===== src/rtl/md_unit_pkg.sv =====
// Shared funct codes for the multiply/divide unit and its FSM state encoding.
// Funct values match the ALU funct bus produced by ID decode.
package md_unit_pkg;

    localparam logic [5:0] FUNCT_MTHI  = 6'h11;
    localparam logic [5:0] FUNCT_MTLO  = 6'h13;
    localparam logic [5:0] FUNCT_MULT  = 6'h18;
    localparam logic [5:0] FUNCT_MULTU = 6'h19;
    localparam logic [5:0] FUNCT_DIV   = 6'h1A;
    localparam logic [5:0] FUNCT_DIVU  = 6'h1B;

    typedef enum logic [1:0] {
        ST_IDLE = 2'd0,
        ST_BUSY = 2'd1,
        ST_DONE = 2'd2
    } md_state_t;

endpackage


===== src/rtl/md_unit_if.sv =====
// EX-stage bundle between the pipeline and the multiply/divide unit.
// master = pipeline side, slave = md_unit.
interface md_unit_if #(
    parameter int DATA_WIDTH  = 32,
    parameter int FUNCT_WIDTH = 6
);
    logic                   flush;
    logic                   en;
    logic [FUNCT_WIDTH-1:0] funct;
    logic [DATA_WIDTH-1:0]  operand_a;
    logic [DATA_WIDTH-1:0]  operand_b;
    logic                   stall_req;
    logic                   done;
    logic [DATA_WIDTH-1:0]  hi;
    logic [DATA_WIDTH-1:0]  lo;

    modport master (
        output flush, en, funct, operand_a, operand_b,
        input  stall_req, done, hi, lo
    );

    modport slave (
        input  flush, en, funct, operand_a, operand_b,
        output stall_req, done, hi, lo
    );
endinterface


===== src/rtl/md_unit_iter_core.sv =====
// Iterative mul/div datapath: magnitude/sign latch, shared 2W shift register, add/sub step, counter.
// res_hi/res_lo show the sign-fixed result of the step being taken this cycle, valid when last=1.
module md_iter_core #(
    parameter int DATA_WIDTH = 32,
    parameter int CNT_WIDTH  = $clog2(DATA_WIDTH) + 1
) (
    input  logic                  clk,
    input  logic                  rst,
    input  logic                  start,
    input  logic                  step,
    input  logic                  is_div,
    input  logic                  is_signed,
    input  logic [DATA_WIDTH-1:0] a,
    input  logic [DATA_WIDTH-1:0] b,
    output logic                  last,
    output logic [DATA_WIDTH-1:0] res_hi,
    output logic [DATA_WIDTH-1:0] res_lo
);
    localparam int W = DATA_WIDTH;

    logic [2*W-1:0]       acc;
    logic [2*W-1:0]       acc_nxt;
    logic [2*W-1:0]       prod;
    logic [W-1:0]         opnd;
    logic [CNT_WIDTH-1:0] cnt;
    logic                 div_mode;
    logic                 neg_prod;
    logic                 neg_q;
    logic                 neg_r;

    logic                 sign_a;
    logic                 sign_b;
    logic [W-1:0]         mag_a;
    logic [W-1:0]         mag_b;
    logic [W:0]           sum;
    logic [W:0]           rem_sh;
    logic [W:0]           diff;
    logic                 q_bit;

    always_comb begin
        sign_a = is_signed & a[W-1];
        sign_b = is_signed & b[W-1];
        mag_a  = sign_a ? -a : a;
        mag_b  = sign_b ? -b : b;
    end

    // MUL: acc = {partial product, remaining multiplier bits}, shifts right.
    // DIV: acc = {partial remainder, remaining dividend / quotient bits}, shifts left.
    always_comb begin
        sum    = {1'b0, acc[2*W-1:W]} + {1'b0, (acc[0] ? opnd : {W{1'b0}})};
        rem_sh = acc[2*W-1:W-1];
        diff   = rem_sh - {1'b0, opnd};
        q_bit  = (rem_sh >= {1'b0, opnd});
        if (div_mode) begin
            acc_nxt = {(q_bit ? diff[W-1:0] : rem_sh[W-1:0]), acc[W-2:0], q_bit};
        end else begin
            acc_nxt = {sum, acc[W-1:1]};
        end
    end

    always_comb begin
        prod = neg_prod ? -acc_nxt : acc_nxt;
        if (div_mode) begin
            res_lo = neg_q ? -acc_nxt[W-1:0]   : acc_nxt[W-1:0];
            res_hi = neg_r ? -acc_nxt[2*W-1:W] : acc_nxt[2*W-1:W];
        end else begin
            res_lo = prod[W-1:0];
            res_hi = prod[2*W-1:W];
        end
    end

    assign last = (cnt == CNT_WIDTH'(W - 1));

    always_ff @(posedge clk or posedge rst) begin
        if (rst) begin
            acc      <= '0;
            opnd     <= '0;
            cnt      <= '0;
            div_mode <= 1'b0;
            neg_prod <= 1'b0;
            neg_q    <= 1'b0;
            neg_r    <= 1'b0;
        end else if (start) begin
            div_mode <= is_div;
            opnd     <= is_div ? mag_b : mag_a;
            acc      <= {{W{1'b0}}, (is_div ? mag_a : mag_b)};
            cnt      <= '0;
            neg_prod <= sign_a ^ sign_b;
            // Divide by zero keeps the all-ones quotient; the remainder fixup restores a.
            neg_q    <= (sign_a ^ sign_b) & (b != '0);
            neg_r    <= sign_a;
        end else if (step) begin
            acc <= acc_nxt;
            cnt <= cnt + 1'b1;
        end
    end
endmodule


===== src/rtl/md_unit.sv =====
// EX-stage multi-cycle MULT/MULTU/DIV/DIVU unit with HI/LO registers and MTHI/MTLO writes.
// Stalls the pipeline for DATA_WIDTH+1 cycles per mul/div; flush aborts, reset discards.
module md_unit #(
    parameter int DATA_WIDTH  = 32,
    parameter int FUNCT_WIDTH = 6,
    parameter int CNT_WIDTH   = $clog2(DATA_WIDTH) + 1
) (
    input  logic     clk,
    input  logic     rst,
    md_unit_if.slave bus
);
    import md_unit_pkg::*;

    md_state_t             state;
    logic [DATA_WIDTH-1:0] hi_q;
    logic [DATA_WIDTH-1:0] lo_q;
    logic                  done_q;

    logic                  op_mul;
    logic                  op_div;
    logic                  op_signed;
    logic                  accept;
    logic                  issue;
    logic                  wr_hi;
    logic                  wr_lo;
    logic                  step;
    logic                  last;
    logic [DATA_WIDTH-1:0] res_hi;
    logic [DATA_WIDTH-1:0] res_lo;

    always_comb begin
        op_mul    = (bus.funct == FUNCT_WIDTH'(FUNCT_MULT)) || (bus.funct == FUNCT_WIDTH'(FUNCT_MULTU));
        op_div    = (bus.funct == FUNCT_WIDTH'(FUNCT_DIV))  || (bus.funct == FUNCT_WIDTH'(FUNCT_DIVU));
        op_signed = (bus.funct == FUNCT_WIDTH'(FUNCT_MULT)) || (bus.funct == FUNCT_WIDTH'(FUNCT_DIV));
        accept    = (state == ST_IDLE) && bus.en && !bus.flush;
        issue     = accept && (op_mul || op_div);
        wr_hi     = accept && (bus.funct == FUNCT_WIDTH'(FUNCT_MTHI));
        wr_lo     = accept && (bus.funct == FUNCT_WIDTH'(FUNCT_MTLO));
        step      = (state == ST_BUSY) && !bus.flush;
    end

    // Combinational so the issue cycle already holds IF/ID/EX.
    assign bus.stall_req = !rst && (issue || step);
    assign bus.done      = done_q && !bus.flush;
    assign bus.hi        = hi_q;
    assign bus.lo        = lo_q;

    md_iter_core #(
        .DATA_WIDTH (DATA_WIDTH),
        .CNT_WIDTH  (CNT_WIDTH)
    ) u_core (
        .clk       (clk),
        .rst       (rst),
        .start     (issue),
        .step      (step),
        .is_div    (op_div),
        .is_signed (op_signed),
        .a         (bus.operand_a),
        .b         (bus.operand_b),
        .last      (last),
        .res_hi    (res_hi),
        .res_lo    (res_lo)
    );

    always_ff @(posedge clk or posedge rst) begin
        if (rst) begin
            state  <= ST_IDLE;
            hi_q   <= '0;
            lo_q   <= '0;
            done_q <= 1'b0;
        end else begin
            done_q <= 1'b0;
            unique case (state)
                ST_IDLE: begin
                    if (issue) state <= ST_BUSY;
                    if (wr_hi) hi_q <= bus.operand_a;
                    if (wr_lo) lo_q <= bus.operand_a;
                end
                ST_BUSY: begin
                    if (bus.flush) begin
                        state <= ST_IDLE;
                    end else if (last) begin
                        state  <= ST_DONE;
                        hi_q   <= res_hi;
                        lo_q   <= res_lo;
                        done_q <= 1'b1;
                    end
                end
                ST_DONE: state <= ST_IDLE;
                default: state <= ST_IDLE;
            endcase
        end
    end
endmodule

===== src/flat_wrapper.sv =====
// flat-port wrapper written by rule: the top's interface ports become plain ports
module md_unit_flat import md_unit_pkg::*;
#(
    parameter int DATA_WIDTH  = 32,
    parameter int FUNCT_WIDTH = 6,
    parameter int CNT_WIDTH   = $clog2(DATA_WIDTH) + 1
)
  (clk, rst, bus_flush, bus_en, bus_funct, bus_operand_a, bus_operand_b, bus_stall_req, bus_done, bus_hi, bus_lo);
  md_unit_if #(.DATA_WIDTH(DATA_WIDTH), .FUNCT_WIDTH(FUNCT_WIDTH)) bus_i ();
  input  logic clk;
  input  logic rst;
  input wire logic [$bits(bus_i.flush)-1:0] bus_flush;
  input wire logic [$bits(bus_i.en)-1:0] bus_en;
  input wire logic [$bits(bus_i.funct)-1:0] bus_funct;
  input wire logic [$bits(bus_i.operand_a)-1:0] bus_operand_a;
  input wire logic [$bits(bus_i.operand_b)-1:0] bus_operand_b;
  output wire logic [$bits(bus_i.stall_req)-1:0] bus_stall_req;
  output wire logic [$bits(bus_i.done)-1:0] bus_done;
  output wire logic [$bits(bus_i.hi)-1:0] bus_hi;
  output wire logic [$bits(bus_i.lo)-1:0] bus_lo;
  assign bus_i.flush = bus_flush;
  assign bus_i.en = bus_en;
  assign bus_i.funct = bus_funct;
  assign bus_i.operand_a = bus_operand_a;
  assign bus_i.operand_b = bus_operand_b;
  assign bus_stall_req = bus_i.stall_req;
  assign bus_done = bus_i.done;
  assign bus_hi = bus_i.hi;
  assign bus_lo = bus_i.lo;
  md_unit #(.DATA_WIDTH(DATA_WIDTH), .FUNCT_WIDTH(FUNCT_WIDTH), .CNT_WIDTH(CNT_WIDTH)) u_core (.clk(clk), .rst(rst), .bus(bus_i));
endmodule

===== config.mk =====
export PLATFORM = sky130hd
export DESIGN_NAME = md_unit_flat
export DESIGN_NICKNAME = d
export VERILOG_FILES = /design/src/rtl/md_unit_pkg.sv /design/src/rtl/md_unit_if.sv /design/src/rtl/md_unit_iter_core.sv /design/src/rtl/md_unit.sv /design/src/flat_wrapper.sv
export SDC_FILE = /design/constraint.sdc
export NUM_CORES = 1
export LEC_CHECK = 0
export CAP_MARGIN = 10
export CORE_MARGIN = 8
export CORE_UTILIZATION = 60
export DETAILED_ROUTE_END_ITERATION = 7
export GPL_TIMING_DRIVEN = 0
export PLACE_DENSITY = 0.89
export SYNTH_ARGS = -nofsm -noshare
export SYNTH_HDL_FRONTEND = slang
export SYNTH_HIERARCHICAL = 1
export SYNTH_SLANG_ARGS = --single-unit
export TNS_END_PERCENT = 5

===== constraint.sdc =====
create_clock -name clk -period 5.2 [get_ports clk]
set_clock_uncertainty 0.1 [all_clocks]
set_input_delay 1.04 -clock clk [delete_from_list [all_inputs] [get_ports clk]]
set_output_delay 1.04 -clock clk [all_outputs]
set_load 0.03 [all_outputs]

# After elaboration in Yosys (flattened, before gate mapping)
# Cells that the tools add are included.
# classes
add_sub_neg	8
n_lt_le_gt_ge	1
eq_ne	14
mux	31
bitwise_logic	4
n_reduce_logical	22
# op_table
operator	n
two-way mux 32 bit	16
two-way mux 64 bit	4
negator 32 bit	4
one-hot mux 32 bit (2 select lines)	2
negator 64 bit	1
== test 6 x 5 -> 1 bit (second input constant)	7
adder 32 x 32 -> 33 bit	1
>= comparator 33 x 32 -> 1 bit	1
nonzero test 32 bit	1
subtractor 32 bit	1
two-way mux 6 bit	2
logical AND 1 bit	8
!= test 2 x 1 -> 1 bit (second input constant)	4
AND reduction 4 bit	2
adder 6 x 1 -> 6 bit (second input constant)	1
two-way mux 2 bit	3
logical OR 1 bit	5
one-hot mux 2 bit (2 select lines)	1
nonzero test 2 bit	2
bitwise AND 1 bit	3
two-way mux 1 bit	3
!= test 3 x 2 -> 1 bit (second input constant)	1
== test 2 x 1 -> 1 bit (second input constant)	1
logical NOT 1 bit	2
4 further kinds	4
# totals
register_bits	173
input_bits	74
out_inout_bits	66
word_cells	91

# Longest topological paths before layout
# logic_depth
ltp_word	9
depth_mapped	25
depth_no_buf	21

# Cells and area by module
# Netlist, hierarchy kept.
# modules_own_cells
module	n_inst	cells_per_inst	area_each_um2	seq_area_each_um2
md_iter_core	1	1978	14184.9	2652.5
md_unit	1	334	3268.1	1676.6

# Worst setup path after synthesis
# OpenSTA, ideal clock, no wires.
# synth_path
kind	flip-flop to flip-flop
startpoint	register u_core.u_core.acc[42]
endpoint	register u_core.hi_q[20] (netlist: u_core/bus.hi[20])
setup_ns	0.127
arrival_time_ns	4.481
t_required_ns	4.973
setup_slack_ns	0.492
stages_incl_launch_ff	25
path_buffers	4
period_less_slack_ns	4.708
path_cell_list	dfrtp_1 > ha_1 > buf_2 > nand4_2 > nor4_4 > nand4b_2 > a31o_2 > buf_6 > nand3_4 > buf_6 > clkbuf_1 > nand2_1 > o211ai_1 > o21ai_0 > inv_1 > ha_1 > and3b_1 > or4b_4 > o21ai_1 > nor2_1 > a221oi_2 > xor2_1 > nand2_1 > nand2_1 > mux2_1
# synth_via
elab_chain_cells	9
elab_cells_between_ends	13
cone_classes	4 x add/sub; 1 x order compare; 8 x mux
# synth_rtl
element	line_no	source
from (decl)	md_unit_iter_core.sv:21	logic [2*W-1:0] acc;
from (signal assigned)	md_unit_iter_core.sv:86	acc <= {{W{1'b0}}, (is_div ? mag_a : mag_b)};
from (signal assigned)	md_unit_iter_core.sv:93	acc <= acc_nxt;
subtractor 32 bit or >= comparator 33 x 32 -> 1 bit (tied branches)	md_unit_iter_core.sv:52, md_unit_iter_core.sv:53	
two-way mux 32 bit	md_unit_iter_core.sv:55	acc_nxt = {(q_bit ? diff[W-1:0] : rem_sh[W-1:0]), acc[W-2:0], q_bit};
two-way mux 64 bit (*)	md_unit_iter_core.sv:54	if (div_mode) begin
negator 64 bit or negator 32 bit (tied branches)	md_unit_iter_core.sv:62, md_unit_iter_core.sv:65	
two-way mux 64 bit or two-way mux 32 bit (tied branches)	md_unit_iter_core.sv:62, md_unit_iter_core.sv:65	
two-way mux 32 bit (*)	md_unit_iter_core.sv:63	if (div_mode) begin
named net u_core.res_hi[20]	md_unit.sv:28	logic [DATA_WIDTH-1:0] res_hi;
two-way mux 32 bit (*)	md_unit.sv:82	end else if (last) begin
two-way mux 32 bit (*)	md_unit.sv:80	if (bus.flush) begin
one-hot mux 32 bit (2 select lines) (*)	md_unit.sv:73	unique case (state)
to (signal assigned)	md_unit.sv:76	if (wr_hi) hi_q <= bus.operand_a;
to (signal assigned)	md_unit.sv:84	hi_q <= res_hi;
to (decl)	md_unit.sv:15	logic [DATA_WIDTH-1:0] hi_q;
# The timed path passes the listed nets; every way through them passes the cells marked *. The select of a mux whose other input is x is not followed.
# A chain may end at the register's enable or synchronous reset.

# Final worst setup path
# layout_path
startpoint	register u_core.u_core.div_mode
endpoint	register u_core.hi_q[20] (netlist: u_core/bus.hi[20])
# layout_via
elab_chain_cells	7
elab_cells_between_ends	9
cone_classes	2 x add/sub; 7 x mux
# layout_rtl
element	line_no	source
from (decl)	md_unit_iter_core.sv:26	logic div_mode;
from (signal assigned)	md_unit_iter_core.sv:84	div_mode <= is_div;
two-way mux 64 bit	md_unit_iter_core.sv:54	
negator 64 bit or negator 32 bit (tied branches)	md_unit_iter_core.sv:62, md_unit_iter_core.sv:65	
two-way mux 64 bit or two-way mux 32 bit (tied branches)	md_unit_iter_core.sv:62, md_unit_iter_core.sv:65	
two-way mux 32 bit (*)	md_unit_iter_core.sv:63	
named net u_core.res_hi[20]	md_unit.sv:28	
two-way mux 32 bit (*)	md_unit.sv:82	
two-way mux 32 bit (*)	md_unit.sv:80	
one-hot mux 32 bit (2 select lines) (*)	md_unit.sv:73	
# Marked as above.

==> flow_summary_export.csv <==
group,metric,value,unit
cells_and_area,layout.cells.non_filler,2908,
die,die_h,186.6,um
worst_setup_path,rr_startpoint,"u_core/u_core/div_mode$_DFFE_PP0P_",
routing,firstDrtPassIters,7,
cells_and_area,final_area,0.02077,mm^2
routing,avgViaCountPerCell,6.947,
clocking,root_buffer,"clkbuf_16",
worst_setup_path,critPathLaunchType,"register",
synth,synth-xor-area-share,9.384,%
hold_path,hold_class,"reg -> reg",
placed_design,place_area,0.01936,mm^2
grt,gr-usage-met1,54.45,%
synth,syn_nets,2457,
cells_and_area,drive_gt1_share,11.49,%
die,core,0.02870,mm^2
die,row_count,62,
grt,met2_usage,58.16,%
sta,min_period,5.331,ns
worst_setup_path,end_kind,"register",
pwr,total_power,9.994,mW
synth,synth_flop_cell,"dfrtp_1",
grt,gr-usage-all-layers,41.33,%
grt,grt_pass1_wl,112300,um
synth,yosys.area_share.simple,24.61,%
synth,synth-compound-area-share,22.57,%
grt,top_usage_layer,"met2",
worst_setup_path,crit_required,5.43,ns
placed_design,port_buffers,139,
grt,grt_antenna_before_repair,3,
grt,globalRoute.totalOverflow,0,
flow_run,cap_violations,0,
sta,rsz0062_at_grt,"yes",
sta,worst_slack,-0.1310,ns
synth,synth.avg_cell_area,7.549,um^2
sta,tightest_slew,1.188,ns
sta,tns,-0.8440,ns
grt,grt_max_degree,68,
cells_and_area,layout.nets,2655,
synth,synth_area,0.01745,mm^2
routing,wirelength,76250,um
grt,met3_usage,12.30,%
sta,relSlewSlack,20.79,%
grt,grt_pass1_vias,18740,
synth,ys_seq_area_share,24.80,%
clocking,clk_pin_slew,0.07,ns
hold_path,holdPathStages,1,
synth,synthArstFlopShare,100.0,%
worst_setup_path,cp_data_arrival_time,5.56,ns
placed_design,dpl_worst_slack,-2.215,ns
pwr,ir_drop,0.3621,mV
placed_design,dp_hpwl,58420,um
synth,synth_cell_types,108,
placed_design,gp_congestion,1.068,
die,dieArea,0.03480,mm^2
synth,synth_cells,2312,
routing,route.detailed.drc,0,
sta,hold_violations,0,
routing,wl_per_cell,26.22,um
sta,setup-violations-final,10,
routing,initialDrtViolationCount,3369,
clocking,clk_latency,0.45,ns
worst_setup_path,cp_max_fo,10,
die,initial_core_util,60.81,%
worst_setup_path,rrSetupSlack,-0.13,ns
die,ios,140,
clocking,h-tree-depth,4,
routing,num_vias,20200,
worst_setup_path,r2r-end,"u_core/bus.hi[20]$_DFFE_PP0P_",
clocking,tritoncts,"built",
routing,ant_nets,0,
status,violations,"negative setup slack",
clocking,cts_buffers,17,
clocking,cts_max_path_buffers,2,
status,status,"complete, but fails checks",
cells_and_area,syn_to_final_growth,19.03,%
placed_design,dp_cells,2836,
worst_setup_path,path_class,"reg -> reg",
die,die_w,186.6,um
sta,layout_worst_path_cycle_share,102.5,%
hold_path,hold_end,"u_core/bus.hi[20]$_DFFE_PP0P_",
synth,muxShareOfSynthArea,7.893,%
pwr,powerDensity,481.1,mW/mm^2
synth,synth_adder_area_share,5.176,%
worst_setup_path,reg2reg_depth,17,
sta,clock.fmax,187.6,MHz
pwr,p_leak,8.714,nW
synth,synth_top_family_by_area,"simple AND/OR/NAND/NOR gates",
cells_and_area,nFillCells,2340,
sta,drv_slew,0,
synth,synth_edf_count,0,
clocking,cts_sinks,173,
hold_path,hold_start,"u_core/bus.hi[20]$_DFFE_PP0P_",
synth,synth-seq-cells,173,
synth,yosys_warnings,6,
power by group:
| part | switching [mW] | leakage, nW | internal (mW) |
|---|---|---|---|
| clock network | 0.637 | 0.255 | 0.626 |
| logic | 4.22 | 6.28 | 2.56 |
| registers | 0.325 | 2.18 | 1.63 |
| total | 5.18 | 8.71 | 4.81 |
cell families (layout without fill, tap and decap cells):
family | Yosys count | count (layout)
AOI/OAI and AO/OA | 603 | 603
DFF | 173 | 173
muxes | 128 | 128
adders and majority gates | 71 | 71
buffers and inverters | 233 | 444
xor gates and xnor gates | 187 | 187
other | 0 | 1
and+or+nand+nor | 917 | 917
cells in the final DEF (no fill, tap or decap), types with 69 or more instances in the layout:
| master | synthesis | routed |
|---|---|---|
| dfrtp_1 | 173 | 161 |
| clkbuf_1 | 104 | 92 |
| o21ai_0 | 206 | 202 |
| clkdlybuf4s50_1 | 0 | 139 |
| inv_1 | 72 | 69 |
| xor2_1 | 72 | 72 |
| xnor2_1 | 115 | 115 |
| nor2_1 | 157 | 154 |
| a21oi_1 | 116 | 109 |
| nand2_1 | 452 | 448 |
how the worst max path moves through the flow:
| stage | startpoint | end | slack [ns] | cells past startpoint |
|---|---|---|---|---|
| global route | u_core/u_core/acc[57]$_DFFE_PP0P_ | u_core/bus.hi[20]$_DFFE_PP0P_ | -0.12 | 22 |
| detailed placement | u_core/u_core/div_mode$_DFFE_PP0P_ | u_core/bus.hi[18]$_DFFE_PP0P_ | -2.21 | 17 |
| floorplan | u_core/u_core/acc[42]$_DFFE_PP0P_ | u_core/bus.hi[20]$_DFFE_PP0P_ | 0.49 | 24 |
| global placement | u_core/u_core/div_mode$_DFFE_PP0P_ | u_core/bus.hi[18]$_DFFE_PP0P_ | -2.14 | 17 |
| CTS | u_core/u_core/acc[31]$_DFFE_PP0P_ | u_core/bus.hi[17]$_DFFE_PP0P_ | 0.0003 | 19 |
| finish | u_core/u_core/div_mode$_DFFE_PP0P_ | u_core/bus.hi[20]$_DFFE_PP0P_ | -0.13 | 17 |
layer usage:
| metal | vias to the layer above | part of all wire [%] |
|---|---|---|
| met4 | 4 | 7.2 |
| met5 | - | 0.076 |
| li1 | 8597 | - |
| met1 | 9517 | 38 |
| met2 | 1722 | 40 |
| met3 | 361 | 14 |
worst max-delay path, stage by stage (launching register included):
cell and delay (ns):
dfrtp_2 0.58, clkbuf_4 0.41, clkbuf_4 0.38, buf_2 0.45, clkbuf_4 0.42, buf_2 0.44
nor2_1 0.15, a21oi_4 0.17, ha_2 0.22, and3b_2 0.23, or4b_4 0.53, o21ai_2 0.13
nor2_1 0.07, a221oi_2 0.27, xor2_1 0.12, nand2_1 0.13, nand2_2 0.08, mux2_1 0.29
flip-flops by register name, summed over array words and instances, names as in the netlist:
signal / count
u_core/u_core/neg_r: 1
u_core/u_core/acc: 64
u_core/u_core/neg_q: 1
u_core/u_core/cnt: 6
u_core/bus.lo: 32
u_core/u_core/div_mode: 1
u_core/state: 2
u_core/done_q: 1
u_core/u_core/neg_prod: 1
u_core/u_core/opnd: 32
u_core/bus.hi: 32
synth_stat cells (14+ instances only):
cell type  number  share of area [%]
a211oi_1       28                1.2
a21o_1         32                1.4
a21oi_1       116                3.3
a31oi_1        27               0.97
and2_1         43                1.5
buf_1          22               0.47
buf_2          19               0.54
clkbuf_1      104                2.2
dfrtp_1       173                 25
ha_1           69                4.9
inv_1          72                1.5
mux2_1         33                2.1
mux2_2         34                2.2
mux2i_1        60                3.4
nand2_1       452                9.7
nand3_1        33               0.95
nand4_1        24               0.86
nor2_1        157                3.4
nor2b_1        15               0.54
nor3_1         60                1.7
nor4_1         22               0.79
o211ai_1       57                2.5
o21a_1         17               0.73
o21ai_0       206                5.9
o31ai_1        16               0.69
or2_2          14               0.50
or3_1          21               0.75
xnor2_1       115                5.8
xor2_1         72                3.6
repair_timing:
action | in CTS | in global routing
pin swaps | 9 | 15
gates resized for setup | 71 | 92
setup endpoints to repair | 94 | 25
hold endpoints to repair | 0 | 0
setup buffers | 14 | 28
hold buffers | 0 | 0
layout make-up:
| cell class | count | area (um^2) | area share [%] |
|---|---|---|---|
| clock buffer | 20 | 436.7 | 2.102 |
| timing repair buffer | 182 | 1734 | 8.348 |
| buffer | 154 | 802.0 | 3.861 |
| antenna | 1 | 2.502 | 0.01205 |
| sequential | 173 | 4344 | 20.91 |
| tap | 384 | 480.5 | 2.313 |
| clock inverter | 12 | 103.9 | 0.4999 |
| multi-input combinational | 1906 | 12580 | 60.54 |
| inverter | 76 | 294.0 | 1.415 |
per-stage QoR:
stage | utilization, % | hold slack, ns
after floorplan | - | 0.3678
after global placement | 67.33 | 0.3659
after detailed placement | 67.44 | 0.3752
after CTS | 70.44 | 0.3922
after global routing | 72.38 | 0.4106
final | 72.38 | 0.3855
No activity file was read; power rests on OpenSTA's default activity.
